--- config.mk ---
export PLATFORM = sky130hd
export DESIGN_NAME = rop_detector
export DESIGN_NICKNAME = d
export VERILOG_FILES = /design/src/rtl/rop_detector_pkg.sv /design/src/rtl/rop_shadow_stack.sv /design/src/rtl/rop_detector.sv
export SDC_FILE = /design/constraint.sdc
export NUM_CORES = 1
export LEC_CHECK = 0
export ABC_AREA = 0
export ABC_CLOCK_PERIOD_IN_PS = 5050
export CAP_MARGIN = 20
export CORE_AREA = 2 2 283 285
export DETAILED_ROUTE_END_ITERATION = 6
export DIE_AREA = 0 0 285 287
export PLACE_DENSITY = 0.78
export SYNTH_ARGS = -nofsm -noshare
export SYNTH_HDL_FRONTEND = slang
export SYNTH_SLANG_ARGS = --single-unit
--- constraint.sdc ---
create_clock -name iClk -period 5.05 [get_ports iClk]
set_input_delay 0.7575 -clock iClk [delete_from_list [all_inputs] [get_ports iClk]]
set_output_delay 0.7575 -clock iClk [all_outputs]
set_load 0.03 [all_outputs]
--- src/rtl/rop_detector_pkg.sv ---
// ---------------------------------------------------------------------------
// rop_pkg
//   Shared types and constants for the ROP shadow-stack monitor.
//   CALL_OFS / RET_OFS : low three offset bits that mark a trampoline
//                        CALL slot and a trampoline RET slot.
//   addr_t / slot_t    : branch-target address and stored slot index.
//   kind_e             : classification of one sampled branch target.
// ---------------------------------------------------------------------------
package rop_pkg;

   localparam int unsigned ADDR_BITS = 32;
   localparam int unsigned SLOT_BITS = 29;

   localparam logic [2:0] CALL_OFS = 3'd0;
   localparam logic [2:0] RET_OFS  = 3'd4;

   typedef logic [ADDR_BITS-1:0] addr_t;
   typedef logic [SLOT_BITS-1:0] slot_t;

   typedef enum logic [1:0] {
      K_DJMP,
      K_CALL,
      K_RET,
      K_BAD
   } kind_e;

endpackage

--- src/rtl/rop_shadow_stack.sv ---
// ---------------------------------------------------------------------------
// rop_shadow_stack
//   Synchronous LIFO holding trampoline slot indices.
//   iClk   : clock, rising edge
//   iRsn   : asynchronous active-low reset (empties the stack)
//   iPush  : push iData (ignored when full)
//   iPop   : discard the top entry (ignored when empty)
//   iData  : entry to push
//   oEmpty : no entries held
//   oFull  : DEPTH entries held
//   oTop   : most recently pushed entry (meaningless while empty)
// ---------------------------------------------------------------------------
module rop_shadow_stack #(
   parameter int unsigned DEPTH = 32,
   parameter int unsigned W     = 29
)(
   input  logic         iClk,
   input  logic         iRsn,
   input  logic         iPush,
   input  logic         iPop,
   input  logic [W-1:0] iData,
   output logic         oEmpty,
   output logic         oFull,
   output logic [W-1:0] oTop
);

   localparam int unsigned PW = $clog2(DEPTH + 1);
   localparam int unsigned AW = (DEPTH > 1) ? $clog2(DEPTH) : 1;

   logic [PW-1:0] r_sp;
   logic [W-1:0]  r_mem [DEPTH];
   logic [AW-1:0] w_top_idx;
   logic          w_do_push;
   logic          w_do_pop;

   always_comb begin
      oEmpty    = (r_sp == '0);
      oFull     = (r_sp == PW'(DEPTH));
      w_top_idx = AW'(r_sp - PW'(1));
      oTop      = r_mem[w_top_idx];
      w_do_push = iPush && !oFull && !iPop;
      w_do_pop  = iPop && !oEmpty;
   end

   always_ff @(posedge iClk or negedge iRsn) begin
      if (!iRsn) begin
         r_sp <= '0;
      end else if (w_do_push) begin
         r_sp <= r_sp + PW'(1);
      end else if (w_do_pop) begin
         r_sp <= r_sp - PW'(1);
      end
   end

   // Storage needs no reset: entries are only read below the pointer.
   always_ff @(posedge iClk) begin
      if (w_do_push) begin
         r_mem[r_sp[AW-1:0]] <= iData;
      end
   end

endmodule

--- src/rtl/rop_detector.sv ---
// ---------------------------------------------------------------------------
// rop_detector
//   Shadow-stack monitor for return-oriented-programming attacks. Pops
//   branch targets from a trace FIFO, classifies each as trampoline CALL,
//   trampoline RET, misaligned trampoline target or direct jump, and pulses
//   an alarm on unmatched returns, stack overflow or misaligned targets.
//   iClk              : clock, rising edge
//   iRsn              : asynchronous active-low reset
//   iTRAMPOLINE_START : first byte address of trampoline region
//   iTRAMPOLINE_END   : last valid address of trampoline region (inclusive)
//   iFifo_Data        : branch target, valid the cycle after oFifo_RdEn
//   iFifo_Empty       : FIFO holds no data
//   oFifo_RdEn        : FIFO pop request
//   oRopDetect        : one-cycle alarm pulse
// ---------------------------------------------------------------------------
module rop_detector
   import rop_pkg::*;
#(
   parameter int unsigned STACK_DEPTH = 32,
   parameter int unsigned SLOT_W      = rop_pkg::SLOT_BITS
)(
   input  logic        iClk,
   input  logic        iRsn,
   input  logic [31:0] iTRAMPOLINE_START,
   input  logic [31:0] iTRAMPOLINE_END,
   input  logic [31:0] iFifo_Data,
   input  logic        iFifo_Empty,
   output logic        oFifo_RdEn,
   output logic        oRopDetect
);

   logic              r_rd_vld;
   logic              r_alarm;

   addr_t             w_off;
   logic [SLOT_W-1:0] w_slot;
   kind_e             w_kind;
   logic              w_push;
   logic              w_pop;
   logic              w_alarm;
   logic              w_empty;
   logic              w_full;
   logic [SLOT_W-1:0] w_top;

   assign oFifo_RdEn = iRsn & ~iFifo_Empty;
   assign oRopDetect = r_alarm;

   // Classification of the address presented this cycle, against the
   // bounds presented in the same cycle.
   always_comb begin
      w_off  = iFifo_Data - iTRAMPOLINE_START;
      w_slot = w_off[3 +: SLOT_W];
      if ((iFifo_Data < iTRAMPOLINE_START) || (iFifo_Data > iTRAMPOLINE_END)) begin
         w_kind = K_DJMP;
      end else begin
         case (w_off[2:0])
            CALL_OFS: w_kind = K_CALL;
            RET_OFS:  w_kind = K_RET;
            default:  w_kind = K_BAD;
         endcase
      end
   end

   // Stack actions and alarm; only meaningful while the FIFO data is valid.
   // A mismatching RET still pops so later nesting stays balanced.
   always_comb begin
      w_push  = 1'b0;
      w_pop   = 1'b0;
      w_alarm = 1'b0;
      if (r_rd_vld) begin
         case (w_kind)
            K_CALL: begin
               if (w_full) w_alarm = 1'b1;
               else        w_push  = 1'b1;
            end
            K_RET: begin
               w_pop   = !w_empty;
               w_alarm = w_empty || (w_top != w_slot);
            end
            K_BAD:   w_alarm = 1'b1;
            default: ;
         endcase
      end
   end

   always_ff @(posedge iClk or negedge iRsn) begin
      if (!iRsn) begin
         r_rd_vld <= 1'b0;
         r_alarm  <= 1'b0;
      end else begin
         r_rd_vld <= oFifo_RdEn;
         r_alarm  <= w_alarm;
      end
   end

   rop_shadow_stack #(
      .DEPTH (STACK_DEPTH),
      .W     (SLOT_W)
   ) u_stack (
      .iClk   (iClk),
      .iRsn   (iRsn),
      .iPush  (w_push),
      .iPop   (w_pop),
      .iData  (w_slot),
      .oEmpty (w_empty),
      .oFull  (w_full),
      .oTop   (w_top)
   );

endmodule

* Word level (Yosys, flattened, before mapping)
Memory sizes are Yosys's and may differ from the RTL's.
Cells that the tools add are included.
** Operators by class
- Bitwise gates (word level) :: 2
- Reductions and logical operators :: 11
- Equal/unequal tests :: 6
- Order comparisons :: 2
- Mux-type cells :: 14
- Add/sub/neg operators :: 3
** Operators by type and width (count)
- 32-bit > comparator :: 1
- 32-bit less-than comparator :: 1
- 32-bit subtractor :: 1
- 29-bit inequality test :: 1
- 6-bit two-way mux :: 2
- 1-bit two-way mux :: 9
- 6-bit by 1-bit adder with 6-bit output, second input constant :: 1
- 6-bit equality test, second input constant :: 1
- 6-bit logical NOT :: 1
- 6-bit by 1-bit subtractor with 6-bit output, second input constant :: 1
- 2-bit equality test, second input constant :: 2
- 2-bit one-hot mux with 2 select lines :: 1
- 3-bit equality test, second input constant :: 1
- 1-bit logical AND :: 3
- 1-bit logical NOT :: 3
- 3-bit logical NOT :: 1
- 1-bit one-hot mux with 3 select lines :: 1
- 2-bit by 1-bit equality test with 1-bit output, second input constant :: 1
- 1-bit logical OR :: 2
- 2-bit two-way mux :: 1
- 2-bit nonzero test :: 1
- 1-bit AND :: 1
- 1-bit NOT :: 1
** Storage, ports and cells
- Memory bits (writable) :: 928
- Bits in registers :: 8
- Word-level logic and storage cells :: 42
- Memories :: 1
** Memory list
- u_stack.r_mem :: depth 32, bits a word 29, read ports 1, clocked after Yosys merged registers in 0, write ports 1, line rop_shadow_stack.sv:31 : logic [W-1:0] r_mem [DEPTH];

* Longest topological paths before layout
- Depth after elaboration :: 11
- Depth in mapped cells :: 21

* Modules after synthesis
A second synthesis with hierarchy kept.
** Second synthesis, totals
- Cells, all modules :: 2071
- Area total of the unflattened synthesis :: 39733.1 µm²
** Modules (own cells, without submodules)
- rop_shadow_stack :: instances 1, cells each 1595, area each 36372.4 µm²
- rop_detector :: instances 1, cells each 476, area each 3360.7 µm²

* Worst setup path after synthesis
Ideal clock, no wire load.
- Path type :: input-to-reg
- Start :: input port iFifo_Data[0]
- End :: memory u_stack.r_mem[31][0] (enable)
- Setup time :: 0.415 ns
- Arrival time :: 4.449 ns
- Setup slack :: 0.186 ns
- Stages on the path :: 15
- Required time :: 4.635 ns
- Cells stage by stage :: inv_1 ha_1 inv_1 fa_1 a211oi_1 o21ai_1 nor4b_2 o21ai_1 a2111oi_0 o21ai_1 a21oi_1 and2_1 buf_2 nand3_1 nor2_1
** Between the ends
- Word-level cells in the longest chain between the ends :: 11
** RTL lines
- start, declared :: line rop_detector.sv:26 : input logic [31:0] iFifo_Data,
- 32-bit subtractor :: line rop_detector.sv:51 : w_off = iFifo_Data - iTRAMPOLINE_START;
- 3-bit equality test / 3-bit logical NOT (equally long branches) :: line rop_detector.sv:56 : case (w_off[2:0])
- 2-bit one-hot mux with 2 select lines :: line rop_detector.sv:56
- 2-bit two-way mux (*) :: line rop_detector.sv:53 : if ((iFifo_Data < iTRAMPOLINE_START) || (iFifo_Data > iTRAMPOLINE_END)) begin
- 2-bit by 1-bit equality test with 1-bit output / 2-bit equality test (equally long branches) :: line rop_detector.sv:71 : case (w_kind)
- 1-bit two-way mux :: line rop_detector.sv:71
- 1-bit two-way mux :: line rop_detector.sv:70 : if (r_rd_vld) begin
- 1-bit logical AND / 1-bit logical NOT (equally long branches) :: line rop_shadow_stack.sv:41 : w_do_push = iPush && !oFull && !iPop;
- 1-bit logical AND (*) :: line rop_shadow_stack.sv:41
- 1-bit two-way mux (*) :: line rop_shadow_stack.sv:57 : if (w_do_push) begin
- 1-bit two-way mux (not written as such) (*) :: line rop_shadow_stack.sv:58 : r_mem[r_sp[AW-1:0]] <= iData;
- end, declared :: line rop_shadow_stack.sv:31
Every way passes the cells marked *; elsewhere a longest branch is shown, timed or not.

* Final worst setup path
- Start :: register u_stack.r_sp[1]
- End :: register r_alarm (netlist: oRopDetect)
** Between the ends
- Word-level cells in the longest chain between the ends :: 6
** RTL lines
- start, declared :: line rop_shadow_stack.sv:30 : logic [PW-1:0] r_sp;
- start signal, assigned :: line rop_shadow_stack.sv:49 : r_sp <= r_sp + PW'(1);
- start signal, assigned :: line rop_shadow_stack.sv:51 : r_sp <= r_sp - PW'(1);
- 6-bit by 1-bit subtractor with 6-bit output :: line rop_shadow_stack.sv:39 : w_top_idx = AW'(r_sp - PW'(1));
- memory 32 x 29 bit
- 29-bit inequality test :: line rop_detector.sv:78 : w_alarm = w_empty || (w_top != w_slot);
- 1-bit logical OR :: line rop_detector.sv:78
- 1-bit one-hot mux with 3 select lines (*) :: line rop_detector.sv:71
- 1-bit two-way mux (*) :: line rop_detector.sv:70
- via w_alarm :: line rop_detector.sv:40 : logic w_alarm;
- end signal, assigned :: line rop_detector.sv:92 : r_alarm <= w_alarm;
- end, declared :: line rop_detector.sv:33 : logic r_alarm;
The timed path passes the listed nets; every way through them passes the cells marked *.
A chain may end at the register's enable or synchronous reset.

==> metrics.md <==
| Metric | Value |
|---|---|
| CP Capture Type | flop |
| Synth area leaders | edfxtp_1 71%, mux4_2 15%, ha_1 2.2% |
| Clock Latency Late Sink | 0.66 ns |
| Post-synth top area cell | edfxtp_1 |
| Post CTS Setup Buffer Count | 0 |
| Clk sinks | 936 |
| Post-synth EDFFs | 928 |
| Pwr Total | 22.2 mW |
| Worst hold slack | 0.476 ns |
| Hold Violations, Final | 0 |
| DRC viols | 0 |
| Grt met2 use | 42.8% |
| Final #Nets | 2,396 |
| Initial Utilization | 49.7% |
| Post-cts repair resize count | 0 |
| Setup_tns | 0 ns |
| FF-to-FF setup slack | 0.24 ns |
| Post-synth cell types | 72 |
| Slew margin rel. | 40.8% |
| Drt pass-1 iters | 6 |
| Pins Over Slew Limit | 0 |
| Met3 GRT Util | 6.27% |
| Worst-Margin Slew | 0.885 ns |
| Remaining Overflow, GRT | 0 |
| Outcome | finished clean |
| Dpl hpwl | 62,000 um |
| Cell with the most instances after synthesis | edfxtp_1 |
| CP arrival | 5.31 ns |
| DIE AREA | 81,800 um^2 |
| Min-delay worst type | in -> async |
| GR peak layer | met2 |
| Gpl congestion | 0.975 |
| Yosys top cell area share | 71.3% |
| Post-synth ARST share | 0.855% |
| Mapped Nets | 2,142 |
| Iter 0 DRT Violations | 2,676 |
| Clk_skew | 0.0428 ns |
| Total Wirelength | 106,000 um |
| Antenna-violating nets left | 0 |
| Met1 Track Usage GR | 33.9% |
| Number of H-tree levels | 3 |
| All-Layer GR Usage | 26.0% |
| I/O pins | 101 |
| Global-route wire length before repair | 154,000 um |
| CTS tree | built |
| Clock Tree Buf Depth | 3 |
| Cells after Synth | 1,973 |
| Syn avg cell area | 19.8 um^2 |
| Via count | 21,600 |
| Most used DFF post-synth | edfxtp_1 |
| Sequential area share after synthesis | 71.8% |
| Lkg Pwr | 15.1 nW |
| Via density | 6.45 |
| Routed len/inst | 31.5 um |
| # hold bufs at CTS | 0 |
| Post-Syn Area | 39,100 um^2 |
| Seq cells post-synth | 936 |
| Synth Warn # | 0 |
| Power density over the cells | 480 nW/um^2 |
| Width of the chip | 285 um |
| Port buffer count | 100 |
| Maxcap violations | 0 |
| Tmin final | 4.81 ns |
| Max Freq | 208 MHz |
| Share of layout cells above drive strength 1 | 27.2% |
| Setup Viol. Count Final | 0 |
| Largest net degree at the start of global routing | 101 |
| Clock slew seen by the registers of the worst setup and hold paths | 0.06 ns |
| Core area | 78,600 um^2 |
| Layout area overhead | 18.2% |
| Root Driver | clkbuf_16 |
| Initial antenna violation count | 2 |
| Crit start category | flop |
| Unrepaired setup endpoints after global routing | false |
| Vias in the first global route | 22,300 |
| Crit Path Class | reg -> reg |
| Core Rows | 103 |
| Worst VDD drop | 455 uV |
| Most frequent cells after synthesis | 928 x edfxtp_1, 263 x mux4_2, 80 x inv_1 |
| Die H | 287 um |
| Final cycle utilization of the critical path | 95.2% |
| Req. time, crit path | 5.56 ns |
| Num CTS Buffers | 88 |
| Crit-path max FO | 50 |
## cells by family after synthesis
group	after synthesis	synth area share, %
AO/OA/AOI/OAI	181	3.08
buffers and inverters	168	1.98
AND/OR/NAND/NOR	249	3.10
flip-flops	936	71.8
multiplexers	302	16.2
adder cells (fa/ha/maj)	70	2.26
XOR/XNOR	67	1.58
## cell usage in the layout, fill, tap and decap left out, types with 17 or more instances in the layout
master,netlist,routed
nor2_1,66,35
nand4_1,17,17
nand2_1,79,79
buf_4,19,96
o21ai_0,30,30
xnor2_1,39,22
ha_1,69,68
nand3_1,22,22
mux2i_1,35,35
a21o_1,21,21
edfxtp_1,928,928
nor2_4,1,32
inv_1,80,80
buf_12,0,56
clkdlybuf4s50_1,0,100
clkbuf_16,0,88
mux4_2,263,263
a21oi_1,51,51
clkinv_1,0,25
## registers in the layout, indices dropped and copies added (netlist names)
signal / cells
u_stack.r_mem: 928
u_stack.r_sp: 6
oRopDetect: 1
r_rd_vld: 1
## per-stage QoR
step / instances / setup slack, ns / utilization [%] / cell area [um^2]
after global routing: 3349 / 0.0588 / 58.7 / 46200
after detailed placement: 3187 / 0.122 / 55.0 / 43300
final: 3349 / 0.244 / 58.7 / 46200
after global placement: 3187 / 0.157 / 55.0 / 43300
after CTS: 3348 / 0.309 / 58.7 / 46200
after floorplan: 1973 / 0.186 / - / 39100
## power by group
group          total (mW)  switching [mW]  leakage, nW  internal (mW)
sequential           9.03          0.0347         8.44           9.00
combinational        6.42            3.61         5.25           2.81
clock                6.72            2.92         1.40           3.80
total                22.2            6.56         15.1           15.6
## critical path: stages, from the launching register on
cell and delay, ns:
dfrtp_1 0.61, inv_1 0.19, ha_4 0.58, buf_12 0.34, mux4_2 0.39, mux4_2 0.50, mux2i_1 0.33, xnor2_1 0.13
xnor2_1 0.44, nand4_1 0.26, nor4_1 0.26, buf_4 0.15, and4_1 0.26, a311oi_1 0.13
## metal layers
metal / share of wire (%) / up-vias
met4: 3.9 / 0
met2: 49 / 1532
met3: 12 / 260
met1: 35 / 11200
li1: - / 8597
met5: 0 / -
## layout make-up
type,count,area [um^2]
antenna,1,2.50
clock buffer,98,2250
clock inverter,63,666
fill,5405,32400
inverter,80,300
multi-input combinational,869,10700
sequential,936,28100
tap,1050,1310
timing repair buffer,252,2840
## final timing paths
| check | start | endpoint | depth (start not counted) |
|---|---|---|---|
| setup / recovery | u_stack.r_sp[1] | oRopDetect | 13 |
| hold / removal | iRsn | r_rd_vld | 1 |
| min in group iClk | u_stack.r_sp[5] | u_stack.r_sp[5] | 1 |
| hold reg to reg | u_stack.r_sp[5] | u_stack.r_sp[5] | 1 |
| setup reg to reg | u_stack.r_sp[1] | oRopDetect | 13 |
| max in group asynchronous | iRsn | u_stack.r_sp[0] | 1 |
(Power assumes the default switching activity.)
